--- config.mk ---
export PLATFORM = sky130hd
export DESIGN_NAME = register_bank_flat
export DESIGN_NICKNAME = d
export VERILOG_FILES = /design/src/rtl/register_bank_if.sv /design/src/rtl/register_bank.sv /design/src/flat_wrapper.sv
export SDC_FILE = /design/constraint.sdc
export NUM_CORES = 1
export LEC_CHECK = 0
export CAP_MARGIN = 20
export CORE_ASPECT_RATIO = 0.9
export CORE_MARGIN = 4
export CORE_UTILIZATION = 61
export DETAILED_ROUTE_END_ITERATION = 8
export DONT_BUFFER_PORTS = 1
export PLACE_DENSITY = 0.77
export SLEW_MARGIN = 20
export SYNTH_ARGS = -nofsm -noshare
export SYNTH_HDL_FRONTEND = slang
export SYNTH_SLANG_ARGS = --single-unit
--- constraint.sdc ---
create_clock -name clk -period 3.27 [get_ports clk]
set_input_delay 0.4905 -clock clk [delete_from_list [all_inputs] [get_ports clk]]
set_output_delay 0.4905 -clock clk [all_outputs]
set_load 0.005 [all_outputs]
--- src/rtl/register_bank_if.sv ---
// Write-port handshake, commit control and dual read ports of the register bank.
interface register_bank_if #(
  parameter int unsigned DATA_BITS = 8
);
  logic                 wr_valid;
  logic                 wr_ready;
  logic [2:0]           wr_addr;
  logic [DATA_BITS-1:0] wr_data;
  logic                 commit_en;
  logic [2:0]           rd_addr_a;
  logic [DATA_BITS-1:0] rd_data_a;
  logic [2:0]           rd_addr_b;
  logic [DATA_BITS-1:0] rd_data_b;
  logic                 wb_busy;

  modport master (
    output wr_valid, wr_addr, wr_data, commit_en, rd_addr_a, rd_addr_b,
    input  wr_ready, rd_data_a, rd_data_b, wb_busy
  );

  modport slave (
    input  wr_valid, wr_addr, wr_data, commit_en, rd_addr_a, rd_addr_b,
    output wr_ready, rd_data_a, rd_data_b, wb_busy
  );
endinterface

--- src/rtl/register_bank.sv ---
// 8-entry register file: two combinational read ports with bypass from a
// one-entry write-back slot that retires into the array when commit_en allows.
module register_bank #(
  parameter int unsigned DATA_BITS = 8,
  parameter bit          ZERO_R0   = 1'b0
) (
  input  logic            clk,
  input  logic            reset,
  register_bank_if.slave  bus
);
  localparam int unsigned DEPTH     = 8;
  localparam int unsigned ADDR_BITS = 3;

  typedef struct packed {
    logic [ADDR_BITS-1:0] addr;
    logic [DATA_BITS-1:0] data;
  } slot_t;

  typedef enum logic {EMPTY = 1'b0, FULL = 1'b1} state_t;

  state_t               state;
  state_t               state_next;
  slot_t                slot;
  logic [DATA_BITS-1:0] mem [DEPTH];

  logic                 ready;
  logic                 busy;
  logic                 commit;
  logic                 capture;

  logic [ADDR_BITS-1:0] rd_addr [2];
  logic [DATA_BITS-1:0] rd_data [2];

  // State register
  always_ff @(posedge clk or posedge reset) begin
    if (reset) state <= EMPTY;
    else       state <= state_next;
  end

  // Next state: a retiring slot is refilled in the same cycle if a write is offered
  always_comb begin
    state_next = state;
    unique case (state)
      EMPTY: if (bus.wr_valid) state_next = FULL;
      FULL:  if (bus.commit_en && !bus.wr_valid) state_next = EMPTY;
      default: state_next = EMPTY;
    endcase
  end

  // Outputs: ready depends only on state and commit_en, never on wr_valid
  always_comb begin
    ready  = 1'b0;
    busy   = 1'b0;
    commit = 1'b0;
    unique case (state)
      EMPTY: ready = 1'b1;
      FULL: begin
        busy = 1'b1;
        if (bus.commit_en) begin
          ready  = 1'b1;
          commit = 1'b1;
        end
      end
      default: ready = 1'b0;
    endcase
  end

  assign capture      = bus.wr_valid & ready;
  assign bus.wr_ready = ready;
  assign bus.wb_busy  = busy;

  always_ff @(posedge clk or posedge reset) begin
    if (reset)        slot <= '0;
    else if (capture) slot <= '{addr: bus.wr_addr, data: bus.wr_data};
  end

  // Array only changes on a commit; r0 writes are dropped when r0 is hardwired
  always_ff @(posedge clk or posedge reset) begin
    if (reset) begin
      for (int i = 0; i < int'(DEPTH); i++) mem[i] <= '0;
    end else if (commit && !(ZERO_R0 && slot.addr == '0)) begin
      mem[slot.addr] <= slot.data;
    end
  end

  assign rd_addr[0] = bus.rd_addr_a;
  assign rd_addr[1] = bus.rd_addr_b;

  // Read mux per port: hardwired zero, then slot bypass, then array
  always_comb begin
    for (int p = 0; p < 2; p++) begin
      rd_data[p] = mem[rd_addr[p]];
      if (ZERO_R0 && rd_addr[p] == '0)
        rd_data[p] = '0;
      else if (state == FULL && slot.addr == rd_addr[p])
        rd_data[p] = slot.data;
    end
  end

  assign bus.rd_data_a = rd_data[0];
  assign bus.rd_data_b = rd_data[1];
endmodule

--- src/flat_wrapper.sv ---
// flat-port wrapper written by rule: the top's interface ports become plain ports
module register_bank_flat 
#(
  parameter int unsigned DATA_BITS = 8,
  parameter bit          ZERO_R0   = 1'b0
)
  (clk, reset, bus_wr_valid, bus_wr_addr, bus_wr_data, bus_commit_en, bus_rd_addr_a, bus_rd_addr_b, bus_wr_ready, bus_rd_data_a, bus_rd_data_b, bus_wb_busy);
  register_bank_if #(.DATA_BITS(DATA_BITS)) bus_i ();
  input  logic clk;
  input  logic reset;
  input wire logic [$bits(bus_i.wr_valid)-1:0] bus_wr_valid;
  input wire logic [$bits(bus_i.wr_addr)-1:0] bus_wr_addr;
  input wire logic [$bits(bus_i.wr_data)-1:0] bus_wr_data;
  input wire logic [$bits(bus_i.commit_en)-1:0] bus_commit_en;
  input wire logic [$bits(bus_i.rd_addr_a)-1:0] bus_rd_addr_a;
  input wire logic [$bits(bus_i.rd_addr_b)-1:0] bus_rd_addr_b;
  output wire logic [$bits(bus_i.wr_ready)-1:0] bus_wr_ready;
  output wire logic [$bits(bus_i.rd_data_a)-1:0] bus_rd_data_a;
  output wire logic [$bits(bus_i.rd_data_b)-1:0] bus_rd_data_b;
  output wire logic [$bits(bus_i.wb_busy)-1:0] bus_wb_busy;
  assign bus_i.wr_valid = bus_wr_valid;
  assign bus_i.wr_addr = bus_wr_addr;
  assign bus_i.wr_data = bus_wr_data;
  assign bus_i.commit_en = bus_commit_en;
  assign bus_i.rd_addr_a = bus_rd_addr_a;
  assign bus_i.rd_addr_b = bus_rd_addr_b;
  assign bus_wr_ready = bus_i.wr_ready;
  assign bus_rd_data_a = bus_i.rd_data_a;
  assign bus_rd_data_b = bus_i.rd_data_b;
  assign bus_wb_busy = bus_i.wb_busy;
  register_bank #(.DATA_BITS(DATA_BITS), .ZERO_R0(ZERO_R0)) u_core (.clk(clk), .reset(reset), .bus(bus_i));
endmodule
After elaboration in Yosys (flattened, before gate mapping)

Index checks and enable logic that the tools add are counted.

$add $sub $neg: 0
Multipliers: 0
Divide/modulo/power cells: 0
Order comparisons: 4
Equality and inequality tests: 2
Shift-type cells: 0
Muxes and demuxes: 18
Bitwise logic cells: 5
Reduce and logical (&&, ||, !) cells: 5

Operators with widths:

| cell                 | count |
|---|---|
| $bwmux W64           | 1 |
| $mux W8              | 7 |
| $bmux W8 S3          | 2 |
| $demux W8 S3         | 1 |
| $ge A4 B4 Y1 const B | 3 |
| $not A3 Y4           | 3 |
| $eq A3 B3 Y1         | 2 |
| $mux W1              | 5 |
| $logic_and A1 B1 Y1  | 4 |
| $lt A4 B1 Y1 const B | 1 |
| $pmux W1 S2          | 2 |
| $and A1 B1 Y1        | 1 |
| $logic_not A1 Y1     | 1 |
| $not A1 Y1           | 1 |

Register bits after elaboration: 76
Latch bits: 0
RAM bits: 0
Bits in read-only memories: 0
Input port bits: 21
Logic and storage cells: 45
Memories kept: 0

Depth between registers and ports, before layout

Word-level depth: 6
Gate-level depth with buffers: 5

Worst setup path after synthesis

OpenSTA, ideal clock, no wires.

Path kind: input port to output port
Start point: in bus_rd_addr_a[0]
End point: out bus_rd_data_a[0]
Arrival: 1.804 ns
Required time: 2.779 ns
Slack: 0.975 ns
Stages: 5
Cell sequence: buf_6 buf_6 mux4_2 mux2_2 mux2_2

Longest elaborated chain between the ends: 5
Elaborated cells between the ends (all ways): 7
Classes of those cells: 1 x eq/ne; 4 x mux; 1 x bitwise; 1 x reduce/logical

RTL lines:

| item                                        | RTL line            | text |
|---|---|---|
| from (decl)                                 | flat_wrapper.sv:15  | `input wire logic [$bits(bus_i.rd_addr_a)-1:0] bus_rd_addr_a;` |
| $not A3 Y4 (implied by the code)            | register_bank.sv:92 | `rd_data[p] = mem[rd_addr[p]];` |
| $bmux W8 S3                                 | register_bank.sv:92 |  |
| $mux W8 (implied by the code) (2 in series) | register_bank.sv:92 |  |
| $mux W8 (*)                                 | register_bank.sv:95 | `else if (state == FULL && slot.addr == rd_addr[p])` |
| to (decl)                                   | flat_wrapper.sv:18  | `output wire logic [$bits(bus_i.rd_data_a)-1:0] bus_rd_data_a;` |

Mark *: on every way between the ends. The rest lies on a longest branch, timed or not. The select of a mux whose other input is x is not followed.

Worst setup path in the final report

Start point: reg u_core.slot[9] (netlist bit)
End point: out bus_rd_data_a[4]

Longest elaborated chain between the ends: 3

RTL lines:

| item                   | RTL line            | text |
|---|---|---|
| from (decl)            | register_bank.sv:23 | `slot_t slot;` |
| from (signal assigned) | register_bank.sv:74 | `else if (capture) slot <= '{addr: bus.wr_addr, data: bus.wr_data};` |
| $eq A3 B3 Y1           | register_bank.sv:95 |  |
| $logic_and A1 B1 Y1    | register_bank.sv:95 |  |
| $mux W8                | register_bank.sv:95 |  |

Every way passes these cells.

==> flow_metrics.py <==
metrics = {
    "worst_setup_path": {
        "arrival_ns": 2.15,
        "cp.required_ns": 2.78,
        "cp-start-kind": "flip-flop",
        "crit_buf_inv": 0,
        "critPathTopFamily": "simple AND/OR/NAND/NOR gates",
        "regToRegStartpoint": "u_core.slot[10]$_DFFE_PP0P_",
        "endpoint_kind": "output pin",
        "slowest_delay_ns": 0.60,
        "cp-startpoint": "u_core.slot[9]$_DFFE_PP0P_",
        "worstSetupPathType": "flip-flop to output pin",
        "worstPathCellList": "xnor2_1 -> nand4_1 -> mux2_2",
        "crit_path_top_delay_cell": "nand4_1",
        "cp_max_fo": 8,
    },
    "synth": {
        "ys_top_cells_by_count": "106 x mux2_2, 76 x dfrtp_1, 22 x mux4_2",
        "async_flop_share_pct": 100,
        "yosysTopAreaCellShare_pct": 45.8,
        "synth_top_cell_by_area": "dfrtp_1",
        "synth_warnings": 0,
        "synthTopCellsByArea": "dfrtp_1 46%, mux2_2 29%, mux4_2 12%, mux4_1 6.3%, xnor2_1 1.3%",
        "yosysUniqueCellTypes": 19,
        "synth_edf_count": 0,
        "ys_seq_elements": 76,
        "postSynthNetCount": 284,
        "synth.most_common_cell": "mux2_2",
        "netlist_instances": 263,
        "syn_area_sq_um": 4160,
        "ys_seq_area_share_pct": 45.8,
        "synth_flop_cell": "dfrtp_1",
        "syn_avg_cell_area_sq_um": 15.8,
    },
    "timing": {
        "timing.final.ws_setup_ns": 0.634,
        "hold_ws_ns": 0.265,
        "finalSetupTns_ns": 0,
        "slew_viol_final": 0,
        "fin_skew_ns": 0.00805,
        "fin_crit_ns": 2.64,
        "tightest_slew_ns": 1.01,
        "max_freq_ghz": 0.379,
        "finalHoldViolCount": 0,
        "setup_violations": 0,
        "rsz0062_at_grt": "false",
        "max-slew-margin-rel_pct": 32.3,
        "period_share_pct": 80.6,
    },
    "min_path": {
        "worstHoldStart": "bus_wr_valid",
        "hold_path_class": "input pin to flip-flop",
    },
    "clock_network": {
        "insertion_delay_ns": 0.35,
        "cts_buffers": 9,
        "cts-root-buf": "clkbuf_8",
        "clockBufferDepth": 2,
        "cts_setup_buffers": 0,
        "postCtsResizedCells": 0,
        "cts.hold.buffers_added": 0,
        "clkSinkCount": 76,
        "path_clk_slew_ns": 0.08,
        "cts_tree": "yes",
        "cts.htree.levels": 3,
    },
    "power": {
        "clock_power_share_pct": 23.3,
        "p_comb_share_pct": 30.6,
        "p_per_area_nw_per_um2": 844,
        "p_sw_w": 0.00101,
        "p_int_w": 0.00270,
        "irDropWorstVdd_mv": 0.365,
        "switching_share_pct": 27.3,
        "p_leak_nw": 1.79,
        "pwr-share-seq_pct": 46.1,
    },
    "routing": {
        "via_count": 2322,
        "drc": 0,
        "wl_per_cell_microns": 25.2,
        "totalWireLength_mm": 8.78,
        "drt-vias-per-instance": 6.65,
        "drtAntennaViolNets": 0,
        "first_iter_violations": 117,
        "first_pass_iters": 6,
    },
    "global_routing": {
        "grt-ovfl-total": 0,
        "grt_max_degree": 77,
        "grt_usage_pct": 23.9,
        "grt_first_pass_wirelength_mm": 14.2,
        "grt_pass1_vias": 2484,
        "antenna_found_initial": 0,
    },
    "floorplanning": {
        "design.portCount": 39,
        "dieHeight_microns": 86.3,
        "die-area_sq_um": 8200,
        "initial_core_util_pct": 63.1,
        "die_w_microns": 95,
        "rows": 28,
        "core_area_sq_um": 6590,
    },
    "placed_design": {
        "place_ws_ns": 1.03,
        "dpl.hpwl_mm": 5.53,
        "gp_congestion": 0.777,
        "port_buffers": 0,
    },
    "cells_and_area": {
        "area_growth_pct": 5.87,
        "final-seq-area_sq_um": 1900,
        "diodes": 0,
        "drive_above_1_share_pct": 57.1,
        "nNetsFinal": 276,
        "nFillCells": 484,
        "multi_input_area_sq_um": 2110,
    },
    "run_status": {
        "status": "finished, final reports clean",
    },
    "job": {
        "cap_violations": 0,
    },
}
## path summary, 6_finish.rpt
kind                                              end  slack, ns  cells past startpoint
setup reg to reg           u_core.mem[32]$_DFFE_PP0P_       1.24                      3
min in group asynchronous  u_core.mem[22]$_DFFE_PP0P_       0.30                      2
max in group asynchronous  u_core.mem[56]$_DFFE_PP0P_       2.35                      2
setup / recovery                     bus_rd_data_a[4]       0.63                      3
hold reg to reg            u_core.mem[48]$_DFFE_PP0P_       0.52                      1
hold / removal                 u_core.state$_DFF_PP0_       0.26                      1
## worst register-to-register path, cell delays in order, from the launching register on
cell	delay [ns]
dfrtp_1	0.44
nand3b_1	0.25
nor2_1	0.81
mux2_2	0.42
## layout make-up
cell class / instances / share of cell area, %
Multi-Input combinational cell: 163 / 48.0
Sequential cell: 76 / 43.2
Clock buffer: 11 / 3.21
Tap cell: 90 / 2.56
Clock inverter: 4 / 2.22
Timing Repair Buffer: 4 / 0.683
Inverter: 1 / 0.0853
## layer usage
| metal | vias to the layer above | GRT usage (%) | part of all wire, % |
|---|---|---|---|
| met5 | - | 0 | 0 |
| met4 | 0 | 6.82 | 1.7 |
| met3 | 17 | 7.03 | 5.1 |
| met2 | 56 | 39.2 | 51 |
| met1 | 1256 | 31.3 | 43 |
| li1 | 993 | - | - |
## flip-flops by register name, summed over array words and instances (netlist names)
signal / cells
u_core.state: 1
u_core.slot: 11
u_core.mem: 64
## placed cells by master, fill, tap and decap left out, types with 2 or more instances in the layout
master     instances
mux2_2           106
dfrtp_1           76
mux4_2            22
mux4_1            10
clkbuf_8          10
nor2_1             6
xnor2_1            6
nand2b_1           4
buf_4              4
bufinv_16          3
nand2_1            2
or3_1              2
nand4_1            2
## kinds of logic (layout without fill, tap and decap cells)
family	Yosys count	after routing	share of synthesized area, %
buf+inv	24	20	3.40
flops	76	76	45.8
mux	139	139	47.3
simple gates	18	18	2.23
xor+xnor	6	6	1.26
## per-stage QoR
| stage | power (W) | area [sq um] | cells | utilization (%) |
|---|---|---|---|---|
| floorplan | 0.00262 | 4160 | 263 | - |
| global placement | 0.00279 | 4160 | 334 | 63.2 |
| detailed placement | 0.00286 | 4160 | 334 | 63.2 |
| CTS | 0.00374 | 4400 | 349 | 66.8 |
| global route | 0.00393 | 4400 | 349 | 66.8 |
| finish | 0.00371 | 4400 | 349 | 66.8 |
## power groups by stage
| stage | clock network (W) | logic, W | registers (W) |
|---|---|---|---|
| floorplan | 0 | 0.00107 | 0.00155 |
| global placement | 0 | 0.00111 | 0.00168 |
| detailed placement | 0 | 0.00115 | 0.00172 |
| CTS | 0.000878 | 0.00115 | 0.00171 |
| global route | 0.000917 | 0.00124 | 0.00177 |
| finish | 0.000865 | 0.00114 | 0.00171 |
(Power assumes the default switching activity.)
